File: src/rtl/tdc_pkg.sv
// tdc_pkg: bus widths, default strobe timing and one-hot FSM encoding for the TDC read scheduler
package tdc_pkg;
  localparam int TDC_DATA_W      = 28;
  localparam int TDC_ADDR_W      = 4;
  localparam int TDC_SETUP_CYC   = 1;
  localparam int TDC_STROBE_CYC  = 2;
  localparam int TDC_RECOVER_CYC = 1;
  localparam int TDC_TIMEOUT     = 255;
  typedef enum logic [6:0] {
    ST_IDLE    = 7'b0000001,
    ST_NOP     = 7'b0000010,
    ST_CHK     = 7'b0000100,
    ST_SETUP   = 7'b0001000,
    ST_STROBE  = 7'b0010000,
    ST_RECOVER = 7'b0100000,
    ST_DONE    = 7'b1000000
  } state_t;
  function automatic logic [7:0] phase_load(input state_t s, input int setup, input int strobe,
                                            input int recover, input int timeout);
    return (s == ST_CHK)     ? 8'(timeout)   :
           (s == ST_SETUP)   ? 8'(setup - 1)  :
           (s == ST_STROBE)  ? 8'(strobe - 1) :
           (s == ST_RECOVER) ? 8'(recover - 1) : 8'd0;
  endfunction
endpackage

File: src/rtl/tdc_read_scheduler_if.sv
// tdc_read_scheduler_if: TDC pin bus plus valid/ready result channel
interface tdc_read_scheduler_if
  import tdc_pkg::*;
#(
  parameter int DATA_W = TDC_DATA_W,
  parameter int ADDR_W = TDC_ADDR_W
);
  logic [DATA_W-1:0] tdc_data;
  logic              tdc_ef1;
  logic [ADDR_W-1:0] tdc_addr;
  logic              tdc_csn;
  logic              tdc_rdn;
  logic [DATA_W-1:0] res_data;
  logic [ADDR_W-1:0] res_addr;
  logic              res_valid;
  logic              res_ready;
  modport master (
    input  tdc_data, tdc_ef1, res_ready,
    output tdc_addr, tdc_csn, tdc_rdn, res_data, res_addr, res_valid
  );
  modport slave (
    output tdc_data, tdc_ef1, res_ready,
    input  tdc_addr, tdc_csn, tdc_rdn, res_data, res_addr, res_valid
  );
endinterface

File: src/rtl/tdc_phase_cnt.sv
// tdc_phase_cnt: loadable 8-bit down counter timing every scheduler phase, saturating at zero
module tdc_phase_cnt (
  input  logic       clk,
  input  logic       rst,
  input  logic       i_load,
  input  logic [7:0] i_val,
  input  logic       i_dec,
  output logic       o_zero
);
  logic [7:0] r_cnt;
  always_ff @(posedge clk) begin
    if (rst) r_cnt <= '0;
    else if (i_load) r_cnt <= i_val;
    else if (i_dec && !o_zero) r_cnt <= r_cnt - 8'd1;
  end
  assign o_zero = (r_cnt == '0);
endmodule

File: src/rtl/tdc_read_scheduler.sv
// tdc_read_scheduler: burst reader gating on EF1, timing CSN/RDN and buffering each word in a valid/ready slot
module tdc_read_scheduler
  import tdc_pkg::*;
#(
  parameter int DATA_W      = TDC_DATA_W,
  parameter int ADDR_W      = TDC_ADDR_W,
  parameter int SETUP_CYC   = TDC_SETUP_CYC,
  parameter int STROBE_CYC  = TDC_STROBE_CYC,
  parameter int RECOVER_CYC = TDC_RECOVER_CYC,
  parameter int TIMEOUT     = TDC_TIMEOUT
) (
  input  logic                clk,
  input  logic                reset,
  input  logic                start,
  input  logic                abort,
  input  logic [ADDR_W-1:0]   addr_first,
  input  logic [ADDR_W:0]     addr_count,
  tdc_read_scheduler_if.master bus,
  output logic                busy,
  output logic                done,
  output logic                timeout_err
);
  state_t            r_state, w_next;
  logic [ADDR_W-1:0] r_addr, r_tdc_addr, r_res_addr;
  logic [ADDR_W:0]   r_left;
  logic [DATA_W-1:0] r_res_data;
  logic              r_csn, r_rdn, r_res_valid, r_busy, r_done, r_err;
  logic              w_zero, w_free, w_tmo, w_cap, w_load, w_dec;
  assign w_free = !r_res_valid || bus.res_ready;
  assign w_load = (w_next != r_state);
  assign w_dec  = (r_state == ST_CHK) ? bus.tdc_ef1 : (r_state inside {ST_SETUP, ST_STROBE, ST_RECOVER});
  tdc_phase_cnt u_phase (
    .clk    (clk),
    .rst    (reset),
    .i_load (w_load),
    .i_val  (phase_load(w_next, SETUP_CYC, STROBE_CYC, RECOVER_CYC, TIMEOUT)),
    .i_dec  (w_dec),
    .o_zero (w_zero)
  );
  always_comb begin
    w_next = r_state;
    w_tmo  = 1'b0;
    w_cap  = 1'b0;
    unique case (r_state)
      ST_IDLE:    w_next = (start && !abort) ? ((addr_count == '0) ? ST_NOP : ST_CHK) : ST_IDLE;
      ST_NOP:     w_next = ST_DONE;
      ST_CHK: begin
        w_tmo  = bus.tdc_ef1 && w_zero;
        w_next = (!bus.tdc_ef1 && w_free) ? ST_SETUP : (w_tmo ? ST_DONE : ST_CHK);
      end
      ST_SETUP:   w_next = w_zero ? ST_STROBE : ST_SETUP;
      ST_STROBE: begin
        w_cap  = w_zero;
        w_next = w_zero ? ST_RECOVER : ST_STROBE;
      end
      ST_RECOVER: w_next = w_zero ? ((r_left == '0) ? ST_DONE : ST_CHK) : ST_RECOVER;
      ST_DONE:    w_next = ST_IDLE;
      default:    w_next = ST_IDLE;
    endcase
    // abort overrides everything, including a capture on the last strobe cycle
    if (abort && !(r_state inside {ST_IDLE, ST_DONE})) begin
      w_next = ST_DONE;
      w_tmo  = 1'b0;
      w_cap  = 1'b0;
    end
  end
  always_ff @(posedge clk) begin
    if (reset) begin
      r_state     <= ST_IDLE;
      r_addr      <= '0;
      r_left      <= '0;
      r_tdc_addr  <= '0;
      r_csn       <= 1'b1;
      r_rdn       <= 1'b1;
      r_res_data  <= '0;
      r_res_addr  <= '0;
      r_res_valid <= 1'b0;
      r_busy      <= 1'b0;
      r_done      <= 1'b0;
      r_err       <= 1'b0;
    end else begin
      r_state <= w_next;
      r_csn   <= !(w_next inside {ST_SETUP, ST_STROBE});
      r_rdn   <= (w_next != ST_STROBE);
      r_busy  <= !(w_next inside {ST_IDLE, ST_DONE});
      r_done  <= (w_next == ST_DONE);
      r_err   <= w_tmo;
      if (r_state == ST_IDLE && w_next != ST_IDLE) begin
        r_addr <= addr_first;
        r_left <= addr_count;
      end
      if (w_next == ST_SETUP) r_tdc_addr <= r_addr;
      if (w_cap) begin
        r_res_data  <= bus.tdc_data;
        r_res_addr  <= r_addr;
        r_res_valid <= 1'b1;
        r_addr      <= r_addr + 1'b1;
        r_left      <= r_left - 1'b1;
      end else if (bus.res_ready) begin
        r_res_valid <= 1'b0;
      end
    end
  end
  assign bus.tdc_addr  = r_tdc_addr;
  assign bus.tdc_csn   = r_csn;
  assign bus.tdc_rdn   = r_rdn;
  assign bus.res_data  = r_res_data;
  assign bus.res_addr  = r_res_addr;
  assign bus.res_valid = r_res_valid;
  assign busy          = r_busy;
  assign done          = r_done;
  assign timeout_err   = r_err;
endmodule

File: src/flat_wrapper.sv
// flat-port wrapper written by rule: the top's interface ports become plain ports
module tdc_read_scheduler_flat import tdc_pkg::*;
#(
  parameter int DATA_W      = TDC_DATA_W,
  parameter int ADDR_W      = TDC_ADDR_W,
  parameter int SETUP_CYC   = TDC_SETUP_CYC,
  parameter int STROBE_CYC  = TDC_STROBE_CYC,
  parameter int RECOVER_CYC = TDC_RECOVER_CYC,
  parameter int TIMEOUT     = TDC_TIMEOUT
)
  (clk, reset, start, abort, addr_first, addr_count, busy, done, timeout_err, bus_tdc_data, bus_tdc_ef1, bus_res_ready, bus_tdc_addr, bus_tdc_csn, bus_tdc_rdn, bus_res_data, bus_res_addr, bus_res_valid);
  tdc_read_scheduler_if #(.DATA_W(DATA_W), .ADDR_W(ADDR_W)) bus_i ();
  input  logic clk;
  input  logic reset;
  input  logic start;
  input  logic abort;
  input  logic [ADDR_W-1:0] addr_first;
  input  logic [ADDR_W:0] addr_count;
  output logic busy;
  output logic done;
  output logic timeout_err;
  input wire logic [$bits(bus_i.tdc_data)-1:0] bus_tdc_data;
  input wire logic [$bits(bus_i.tdc_ef1)-1:0] bus_tdc_ef1;
  input wire logic [$bits(bus_i.res_ready)-1:0] bus_res_ready;
  output wire logic [$bits(bus_i.tdc_addr)-1:0] bus_tdc_addr;
  output wire logic [$bits(bus_i.tdc_csn)-1:0] bus_tdc_csn;
  output wire logic [$bits(bus_i.tdc_rdn)-1:0] bus_tdc_rdn;
  output wire logic [$bits(bus_i.res_data)-1:0] bus_res_data;
  output wire logic [$bits(bus_i.res_addr)-1:0] bus_res_addr;
  output wire logic [$bits(bus_i.res_valid)-1:0] bus_res_valid;
  assign bus_i.tdc_data = bus_tdc_data;
  assign bus_i.tdc_ef1 = bus_tdc_ef1;
  assign bus_i.res_ready = bus_res_ready;
  assign bus_tdc_addr = bus_i.tdc_addr;
  assign bus_tdc_csn = bus_i.tdc_csn;
  assign bus_tdc_rdn = bus_i.tdc_rdn;
  assign bus_res_data = bus_i.res_data;
  assign bus_res_addr = bus_i.res_addr;
  assign bus_res_valid = bus_i.res_valid;
  tdc_read_scheduler #(.DATA_W(DATA_W), .ADDR_W(ADDR_W), .SETUP_CYC(SETUP_CYC), .STROBE_CYC(STROBE_CYC), .RECOVER_CYC(RECOVER_CYC), .TIMEOUT(TIMEOUT)) u_core (.clk(clk), .reset(reset), .start(start), .abort(abort), .addr_first(addr_first), .addr_count(addr_count), .bus(bus_i), .busy(busy), .done(done), .timeout_err(timeout_err));
endmodule
File: config.mk
export PLATFORM = sky130hd
export DESIGN_NAME = tdc_read_scheduler_flat
export DESIGN_NICKNAME = d
export VERILOG_FILES = /design/src/rtl/tdc_pkg.sv /design/src/rtl/tdc_read_scheduler_if.sv /design/src/rtl/tdc_phase_cnt.sv /design/src/rtl/tdc_read_scheduler.sv /design/src/flat_wrapper.sv
export SDC_FILE = /design/constraint.sdc
export NUM_CORES = 1
export LEC_CHECK = 0
export CORE_UTILIZATION = 49
export DETAILED_ROUTE_END_ITERATION = 16
export MAX_ROUTING_LAYER = met4
export PLACE_DENSITY = 0.81
export RECOVER_POWER = 100
export SETUP_SLACK_MARGIN = 0.02
export SKIP_LAST_GASP = 1
export SYNTH_ARGS = -nofsm -noshare
export SYNTH_HDL_FRONTEND = slang
export SYNTH_SLANG_ARGS = --single-unit
File: constraint.sdc
create_clock -name clk -period 5.1 [get_ports clk]
set_input_delay 1.275 -clock clk [delete_from_list [all_inputs] [get_ports clk]]
set_output_delay 1.275 -clock clk [all_outputs]
set_load 0.01 [all_outputs]
==> results_tabular.tex, run 1 <==
\begin{tabular}{lr}
\hline
Metric & Value \\
\hline
\multicolumn{2}{l}{\textbf{Clock network}} \\
\quad Clock tree root buffer cell & sky130\_fd\_sc\_hd\_\_clkbuf\_8 \\
\quad Postcts setup bufs & 0 \\
\quad Clock-pin slew reported for the worst setup and hold paths after clock tree synthesis & 0.07 ns \\
\quad Number of buffers on the longest clock path & 2 \\
\quad Skew-Pair Late Insertion Delay & 0.35 ns \\
\quad Count of cells resized by post-cts repair & 0 \\
\quad Quantity of hold-fixing buffers added after cts & 0 \\
\quad Number of buffers inserted during clock tree synthesis & 9 \\
\quad Sinks on the clock net & 66 \\
\quad Clock tree from TritonCTS & done \\
\quad H-tree Lvls & 3 \\
\multicolumn{2}{l}{\textbf{GRT}} \\
\quad Total GRT Usage & 25.0\% \\
\quad Busiest layer in global routing & met2 \\
\quad Met3 track utilization from global routing & under 10\% \\
\quad Via count of the first global-routing pass & roughly 2700 \\
\quad GR Util met1 & approximately 31\% \\
\quad Global-route congestion overflow total & 0 \\
\quad Initial antenna violation count & 0 \\
\quad Met2 Track Usage GR & 37.7\% \\
\quad Global-route wire length before repair & 12200 µm \\
\quad Pin count of the biggest net entering global routing & 63 \\
\multicolumn{2}{l}{\textbf{STA}} \\
\quad Setup repair after global routing missed its margin & no \\
\quad Final worst path period share & between 70\% and 80\% \\
\quad Worst Max-Slew Pin Slew & 1.10 ns \\
\quad Total of endpoints with negative setup slack in the final report & 0 \\
\quad Total count of max-transition violations in the final report & 0 \\
\quad Worst rel slew slack & between 20\% and 30\% \\
\quad Post-route setup TNS & 0 ns \\
\quad Post-layout minimum cycle time & around 3.8 ns \\
\quad Setup clock skew after layout & 0.0112 ns \\
\quad Final hold violation count & 0 \\
\quad Achievable Freq & between 200 and 300 MHz \\
\multicolumn{2}{l}{\textbf{Power and ir drop}} \\
\quad Overall power & roughly 1.3 mW \\
\quad Leakage power of the design & approximately 1.6 nW \\
\quad Peak supply drop & 211 µV \\
\quad Power density relative to cell area & 308 nW/µm² \\
\multicolumn{2}{l}{\textbf{Floorplan}} \\
\quad IO Count & between 80 and 90 \\
\quad Full die area & $\sim$6500 µm² \\
\quad Initial standard-cell utilization of the core & just over 50\% \\
\quad Die span in x & 80.9 µm \\
\quad Area of the core & approximately 6000 µm² \\
\quad Total number of placement rows & 28 \\
\quad Die outline height & roughly 81 µm \\
\multicolumn{2}{l}{\textbf{Logic synthesis}} \\
\quad Number of instances in the synthesized netlist & around 380 \\
\quad Number of enable flip-flop cells after synthesis & 0 \\
\quad Count of yosys warnings during synthesis & 0 \\
\quad Fraction of registers with async set/reset & 0\% \\
\quad Mean instance size in the synthesized netlist & 8.00 µm² \\
\quad Count of distinct cell types in the synthesized netlist & 54 \\
\quad Biggest area contributors in the synthesized netlist & sky130\_fd\_sc\_hd\_\_dfxtp\_1 43\%, sky130\_fd\_sc\_hd\_\_nand2\_1 10\%, sky130\_fd\_sc\_hd\_\_a21oi\_1 9.0\%, sky130\_fd\_sc\_hd\_\_nor2\_1 3.7\%, sky130\_fd\_sc\_hd\_\_o21ai\_0 2.1\% \\
\quad Post-synth top area share & between 40\% and 50\% \\
\quad Number of flip-flops and latches in the synthesized netlist & 66 \\
\quad Seq/Total Area, Yosys & a little over two fifths \\
\quad Synthesized net count & 428 \\
\quad Post-synthesis instance area & $\sim$3000 µm² \\
\quad Cell taking the most area after synthesis & sky130\_fd\_sc\_hd\_\_dfxtp\_1 \\
\quad Top\_reg\_cell synth & sky130\_fd\_sc\_hd\_\_dfxtp\_1 \\
\multicolumn{2}{l}{\textbf{Placement}} \\
\quad HPWL after DPL & between 5000 and 6000 µm \\
\quad DP Area & 3880 µm² \\
\quad Post-Place Cells & a little over 500 \\
\quad Routability congestion estimate & between 0.9 and 1 \\
\quad Port bufs & 84 \\
\multicolumn{2}{l}{\textbf{Cells and area}} \\
\quad Diode insertion count for antenna repair & 0 \\
\quad Filler cell count in the final layout & between 400 and 500 \\
\quad Final cell utilization of the core & $\sim$69\% \\
\quad Final Instance Area & $\sim$4100 µm² \\
\quad Post-route non-filler standard cell count & around 530 \\
\quad Most common library cell in the layout ignoring fill and taps & sky130\_fd\_sc\_hd\_\_nand2\_1 \\
\quad Net count, final & about 500 \\
\quad Commonest cells after routing, fill and taps aside & 82 x sky130\_fd\_sc\_hd\_\_nand2\_1, 66 x sky130\_fd\_sc\_hd\_\_dfxtp\_1, 55 x sky130\_fd\_sc\_hd\_\_a21oi\_1, 44 x sky130\_fd\_sc\_hd\_\_dlygate4sd3\_1, 39 x sky130\_fd\_sc\_hd\_\_clkdlybuf4s50\_1 \\
\quad Area Growth Syn to Fin & 34.3\% \\
\quad Fraction of final layout cells sized beyond drive strength 1 & between 5 and 6\% \\
\multicolumn{2}{l}{\textbf{Detailed routing}} \\
\quad Via count normalized by instance count & between 5 and 6 \\
\quad Routed via count & around 2900 \\
\quad Mean routed wirelength per cell & $\sim$14 µm \\
\quad Antenna viol nets, final & 0 \\
\quad DRC violations left & 0 \\
\quad First-pass DRT Iterations & 6 \\
\quad Final wirelength & roughly 7500 µm \\
\quad Iter 0 DRT Violations & around 140 \\
\multicolumn{2}{l}{\textbf{Worst setup path}} \\
\quad Number of cells on the critical path & 9 \\
\quad Critical register-to-register path startpoint & u\_core.r\_state[4] \\
\quad Cell with the largest stage delay on the worst path & sky130\_fd\_sc\_hd\_\_dlygate4sd3\_1 \\
\quad Category of the worst setup path launch point & primary input \\
\quad Last element of the critical path & u\_core.u\_phase.r\_cnt[0] \\
\quad Required time at the worst-slack endpoint & $\sim$5.3 ns \\
\quad WP data arrival & between 4 and 5 ns \\
\quad Origin of the worst setup path & abort \\
\quad Worst-path fanout max & 11 \\
\quad Setup CP Type & in -> reg \\
\quad Cells traversed along the worst timing path & dlygate4sd3\_1, nor4bb\_1, nor3b\_1, clkbuf\_1, a2111oi\_0, o211ai\_1, a211oi\_1, nand4\_1, mux2\_2 \\
\quad Top Family by Delay on Critical Path & buffers and inverters \\
\quad Critical path buffer and inverter count & 2 \\
\quad Setup slack on the worst flop-to-flop path & about 1.5 ns \\
\quad Worst R2R Path Depth & 8 \\
\quad R2r endpoint & u\_core.r\_addr[3] \\
\quad CP peak stage delay & approximately 0.63 ns \\
\quad Setup crit end kind & flip-flop \\
\multicolumn{2}{l}{\textbf{Flow run}} \\
\quad Max Cap Viol & 0 \\
\multicolumn{2}{l}{\textbf{Hold path}} \\
\quad Type of the worst min-delay path & reg -> reg \\
\quad Depth of the worst hold-timing path & 2 \\
\multicolumn{2}{l}{\textbf{Outcome}} \\
\quad Status & finished clean \\
\hline
\end{tabular}
-- power breakdown --
| part | total (mW) | internal, mW | leakage [nW] | switching [mW] |
|---|---|---|---|---|
| sequential | 0.550 | 0.531 | 0.534 | 0.0194 |
| combinational | 0.177 | 0.0785 | 0.904 | 0.0985 |
| clock | 0.534 | 0.325 | 0.123 | 0.210 |
-- area by class of cell --
cell class              instances  area, µm²  share of cell area [%]
clock buffers                   9        124                    3.03
flip-flops and latches         66       1320                    32.3
well taps                      75       93.8                    2.29
clock inverters                 7        118                    2.87
inverters                       9       33.8                   0.825
repair buffers                 87        855                    20.9
multi-input cells             281       1550                    37.8
-- per-layer routing --
layer  vias up  share of wire [%]
li1       1467                  -
met1      1322                 46
met2        99                 46
met3         5                7.0
met4         0                1.0
met5         -                  0
-- per-stage QoR --
| stage | setup slack, ns | hold WS (ns) |
|---|---|---|
| floorplan | 2.14 | 0.459 |
| global placement | 1.33 | 0.437 |
| detailed placement | 1.20 | 0.445 |
| global route | 1.03 | 0.469 |
| CTS | 1.58 | 0.456 |
| finish | 1.29 | 0.450 |
-- registers in the layout, summed over array words and instances (netlist names), 4 cells and up --
name,count
u_core.bus.res_addr,4
u_core.r_state,7
u_core.bus.res_data,28
u_core.u_phase.r_cnt,8
u_core.r_addr,4
u_core.bus.tdc_addr,4
u_core.r_left,5
-- logic make-up after synthesis --
| logic type | count (synthesis) | share of synthesized area (%) |
|---|---|---|
| simple gates | 164 | 25.7 |
| compound gates | 97 | 19.4 |
| flops | 66 | 43.3 |
| buf+inv | 34 | 5.09 |
| xor+xnor | 12 | 3.45 |
| mux | 4 | 1.35 |
| fa+ha+maj | 4 | 1.64 |
-- cell usage after synthesis, drive strengths merged (2+ instances only) --
cell type / n
nand2: 82
dfxtp: 66
a21oi: 55
nor2: 31
clkbuf: 14
o21ai: 14
buf: 11
inv: 9
o31ai: 9
nor3: 7
xor2: 7
a211oi: 6
nor4: 6
nand3: 5
nor2b: 5
xnor2: 5
and3: 4
ha: 4
and2: 3
mux2i: 3
nand4b: 3
or2: 3
a2111oi: 2
nand2b: 2
nand4: 2
nor3b: 2
nor4b: 2
or3: 2
or4: 2
-- worst reg2reg max path, stage by stage, from the launching register on --
cell and delay (ns):
sky130_fd_sc_hd__dfxtp_1 0.41, sky130_fd_sc_hd__or4_1 0.64, sky130_fd_sc_hd__o31ai_1 0.88, sky130_fd_sc_hd__nand2_1 0.22, sky130_fd_sc_hd__nor2_2 0.71, sky130_fd_sc_hd__buf_4 0.36
sky130_fd_sc_hd__and2_0 0.15, sky130_fd_sc_hd__o21ai_0 0.07, sky130_fd_sc_hd__a21oi_1 0.13
-- worst min path at each step --
stage | from | end
after detailed placement | u_core.bus.res_addr[2] | u_core.bus.res_addr[2]
after CTS | u_core.bus.res_data[9] | u_core.bus.res_data[9]
after floorplan | u_core.r_addr[3] | u_core.bus.res_addr[3]
after global routing | u_core.bus.res_data[8] | u_core.bus.res_data[8]
after global placement | u_core.bus.res_data[2] | u_core.bus.res_data[2]
final | u_core.bus.res_data[9] | u_core.bus.res_data[9]
(Power assumes the default switching activity.)
==> inputs of run 2 (changes only) <==
CORE_UTILIZATION = 43   (was 49)
PLACE_DENSITY = 0.76   (was 0.81)
clock period = 3.2 ns   (was 5.1 ns; I/O delays follow)
==> results_tabular.tex, run 2 (synthesized netlist as in run 1, its figures left out) <==
\begin{tabular}{lr}
\hline
Metric & Value \\
\hline
\multicolumn{2}{l}{\textbf{Worst setup path}} \\
\quad CP peak stage delay & 0.67 ns (was 0.63 ns) \\
\quad WP data arrival & 3.08 ns (was 4.05 ns) \\
\quad Critical register-to-register path startpoint & u\_core.r\_state[4] (unchanged) \\
\quad Worst R2R Path Depth & 8 (unchanged) \\
\quad Cells traversed along the worst timing path & or4\_1, o31ai\_4, nand2\_1, or2\_0, buf\_4, buf\_4, nand2\_1, a21oi\_1 (was dlygate4sd3\_1, nor4bb\_1, nor3b\_1, clkbuf\_1, a2111oi\_0, o211ai\_1, a211oi\_1, nand4\_1, mux2\_2) \\
\quad R2r endpoint & u\_core.bus.res\_data[25] (was u\_core.r\_addr[3]) \\
\quad Setup CP Type & reg -> reg (was in -> reg) \\
\quad Origin of the worst setup path & u\_core.r\_state[4] (was abort) \\
\quad Cell with the largest stage delay on the worst path & sky130\_fd\_sc\_hd\_\_or4\_1 (was sky130\_fd\_sc\_hd\_\_dlygate4sd3\_1) \\
\quad Required time at the worst-slack endpoint & 3.39 ns (was 5.33 ns) \\
\quad Setup crit end kind & flip-flop (unchanged) \\
\quad Worst-path fanout max & 19 (was 11) \\
\quad Category of the worst setup path launch point & flip-flop (was primary input) \\
\quad Last element of the critical path & u\_core.bus.res\_data[25] (was u\_core.u\_phase.r\_cnt[0]) \\
\quad Setup slack on the worst flop-to-flop path & 0.32 ns (was 1.46 ns) \\
\multicolumn{2}{l}{\textbf{Clock network}} \\
\quad Skew-Pair Late Insertion Delay & 0.34 ns (was 0.35 ns) \\
\quad Postcts setup bufs & 0 (unchanged) \\
\quad Quantity of hold-fixing buffers added after cts & 0 (unchanged) \\
\quad Clock tree root buffer cell & sky130\_fd\_sc\_hd\_\_clkbuf\_8 (unchanged) \\
\quad Count of cells resized by post-cts repair & 0 (unchanged) \\
\quad Number of buffers on the longest clock path & 2 (unchanged) \\
\quad Clock tree from TritonCTS & done (unchanged) \\
\quad Number of buffers inserted during clock tree synthesis & 9 (unchanged) \\
\quad Clock-pin slew reported for the worst setup and hold paths after clock tree synthesis & 0.07 ns (about the same) \\
\quad Sinks on the clock net & 66 (unchanged) \\
\quad H-tree Lvls & 3 (unchanged) \\
\multicolumn{2}{l}{\textbf{Placement}} \\
\quad HPWL after DPL & 5280 µm (was 5190 µm) \\
\quad Setup slack after placement & 0.0215 ns (was 1.20 ns) \\
\quad Routability congestion estimate & 0.893 (was 0.934) \\
\quad Port bufs & 84 (unchanged) \\
\quad DP Area & 3980 µm² (was 3880 µm²) \\
\quad Post-Place Cells & 549 (was 518) \\
\multicolumn{2}{l}{\textbf{Hold path}} \\
\quad Type of the worst min-delay path & reg -> reg (unchanged) \\
\multicolumn{2}{l}{\textbf{Floorplan}} \\
\quad Initial standard-cell utilization of the core & 44.6\% (was 51.2\%) \\
\quad Total number of placement rows & 30 (was 28) \\
\quad Die span in x & 86.2 µm (was 80.9 µm) \\
\quad Area of the core & 6830 µm² (was 5960 µm²) \\
\quad Die outline height & 86.2 µm (was 80.9 µm) \\
\quad Full die area & 7430 µm² (was 6540 µm²) \\
\quad IO Count & 85 (unchanged) \\
\multicolumn{2}{l}{\textbf{STA}} \\
\quad Final hold violation count & 0 (unchanged) \\
\quad Post-route setup TNS & 0 ns (unchanged) \\
\quad Total of endpoints with negative setup slack in the final report & 0 (unchanged) \\
\quad Final worst path period share & about nine tenths \\
\quad Worst rel slew slack & 51.1\% (was 26.4\%) \\
\quad Total count of max-transition violations in the final report & 0 (unchanged) \\
\quad Post-layout minimum cycle time & roughly 2.9 ns \\
\quad Achievable Freq & $\sim$350 MHz \\
\quad Worst Max-Slew Pin Slew & 0.733 ns (was 1.10 ns) \\
\quad Setup repair after global routing missed its margin & no (unchanged) \\
\quad Setup clock skew after layout & 0.00660 ns (was 0.0112 ns) \\
\quad Worst path setup slack after routing & 0.318 ns (was 1.29 ns) \\
\multicolumn{2}{l}{\textbf{Power and ir drop}} \\
\quad Leakage power of the design & 1.58 nW (was 1.56 nW) \\
\quad Power density relative to cell area & 448 nW/µm² (was 308 nW/µm²) \\
\quad Peak supply drop & 286 µV (was 211 µV) \\
\multicolumn{2}{l}{\textbf{Outcome}} \\
\quad Status & finished clean (unchanged) \\
\multicolumn{2}{l}{\textbf{Cells and area}} \\
\quad Fraction of final layout cells sized beyond drive strength 1 & 7.04\% (was 5.45\%) \\
\quad Flip-flop count of the largest register after layout & 28 (unchanged) \\
\quad Post-route non-filler standard cell count & 565 (was 534) \\
\quad Diode insertion count for antenna repair & 0 (unchanged) \\
\quad Commonest cells after routing, fill and taps aside & 82 x sky130\_fd\_sc\_hd\_\_nand2\_1, 66 x sky130\_fd\_sc\_hd\_\_dfxtp\_1, 55 x sky130\_fd\_sc\_hd\_\_a21oi\_1, 42 x sky130\_fd\_sc\_hd\_\_dlygate4sd3\_1, 41 x sky130\_fd\_sc\_hd\_\_clkdlybuf4s50\_1 (was 82 x sky130\_fd\_sc\_hd\_\_nand2\_1, 66 x sky130\_fd\_sc\_hd\_\_dfxtp\_1, 55 x sky130\_fd\_sc\_hd\_\_a21oi\_1, 44 x sky130\_fd\_sc\_hd\_\_dlygate4sd3\_1, 39 x sky130\_fd\_sc\_hd\_\_clkdlybuf4s50\_1) \\
\quad Final Instance Area & 4160 µm² (was 4090 µm²) \\
\quad Most common library cell in the layout ignoring fill and taps & sky130\_fd\_sc\_hd\_\_nand2\_1 (unchanged) \\
\quad Area Growth Syn to Fin & 36.4\% (was 34.3\%) \\
\quad Net count, final & 511 (was 501) \\
\quad Final cell utilization of the core & 60.9\% (was 68.7\%) \\
\multicolumn{2}{l}{\textbf{Detailed routing}} \\
\quad Via count normalized by instance count & 5.16 (was 5.42) \\
\quad Final wirelength & 7380 µm (was 7520 µm) \\
\quad DRC violations left & 0 (unchanged) \\
\quad Iter 0 DRT Violations & 94 (was 137) \\
\quad First-pass DRT Iterations & 4 (was 6) \\
\quad Mean routed wirelength per cell & 13.1 µm (was 14.1 µm) \\
\quad Routed via count & 2918 (was 2893) \\
\quad Antenna viol nets, final & 0 (unchanged) \\
\multicolumn{2}{l}{\textbf{GRT}} \\
\quad Busiest layer in global routing & met2 (unchanged) \\
\quad Global-route wire length before repair & 12400 µm (was 12200 µm) \\
\quad GR Util met1 & 27.5\% (was 30.8\%) \\
\quad Initial antenna violation count & 0 (unchanged) \\
\quad Pin count of the biggest net entering global routing & 40 (was 63) \\
\quad Met2 Track Usage GR & 33.7\% (was 37.7\%) \\
\quad Via count of the first global-routing pass & 2692 (was 2725) \\
\quad Total GRT Usage & 21.7\% (was 25.0\%) \\
\quad Global-route congestion overflow total & 0 (unchanged) \\
\quad Met3 track utilization from global routing & 6.38\% (was 7.64\%) \\
\multicolumn{2}{l}{\textbf{Flow run}} \\
\quad Max Cap Viol & 0 (unchanged) \\
\hline
\end{tabular}
run 2: worst min path at each step:
stage | from | endpoint | slack (ns) | cells after the start
detailed placement | u_core.bus.res_data[15] | u_core.bus.res_data[15] | 0.44 | 2
global placement | u_core.bus.res_data[0] | u_core.bus.res_data[0] | 0.44 | 2
finish | u_core.bus.tdc_addr[1] | u_core.bus.tdc_addr[1] | 0.45 | 2
floorplan | u_core.r_addr[3] | u_core.bus.res_addr[3] | 0.46 | 2
global route | u_core.bus.res_data[22] | u_core.bus.res_data[22] | 0.47 | 2
CTS | u_core.bus.res_data[22] | u_core.bus.res_data[22] | 0.45 | 2
run 2: worst max-delay path: cells and delay by family (launching register included):
family          cells  cell delay [ns]
compound gates      2             0.53
simple gates        4             1.32
flops               1             0.42
buf+inv             2             0.46
run 2: layer usage:
layer / vias up / share of wire, %
met5: - / 0
li1: 1491 / -
met2: 97 / 46
met3: 8 / 6.6
met1: 1322 / 46
met4: 0 / 1.0
run 2: area by class of cell:
| cell class | instances | area [µm²] |
|---|---|---|
| multi-input cells | 281 | 1570 |
| well taps | 96 | 120 |
| clock buffers | 11 | 141 |
| flip-flops and latches | 66 | 1320 |
| repair buffers | 97 | 922 |
| inverters | 9 | 33.8 |
| clock inverters | 5 | 53.8 |
| fillers | 630 | 2670 |
run 2: power by group:
part / internal, mW / switching [mW] / leakage (nW)
sequential: 0.847 / 0.0305 / 0.534
clock: 0.378 / 0.312 / 0.103
combinational: 0.137 / 0.161 / 0.947
run 2: per-stage QoR:
stage	hold WS, ns	power (mW)
final	0.448	1.87
after global routing	0.466	1.95
after CTS	0.453	1.89
after detailed placement	0.445	1.20
after global placement	0.437	1.19
after floorplan	0.459	1.08
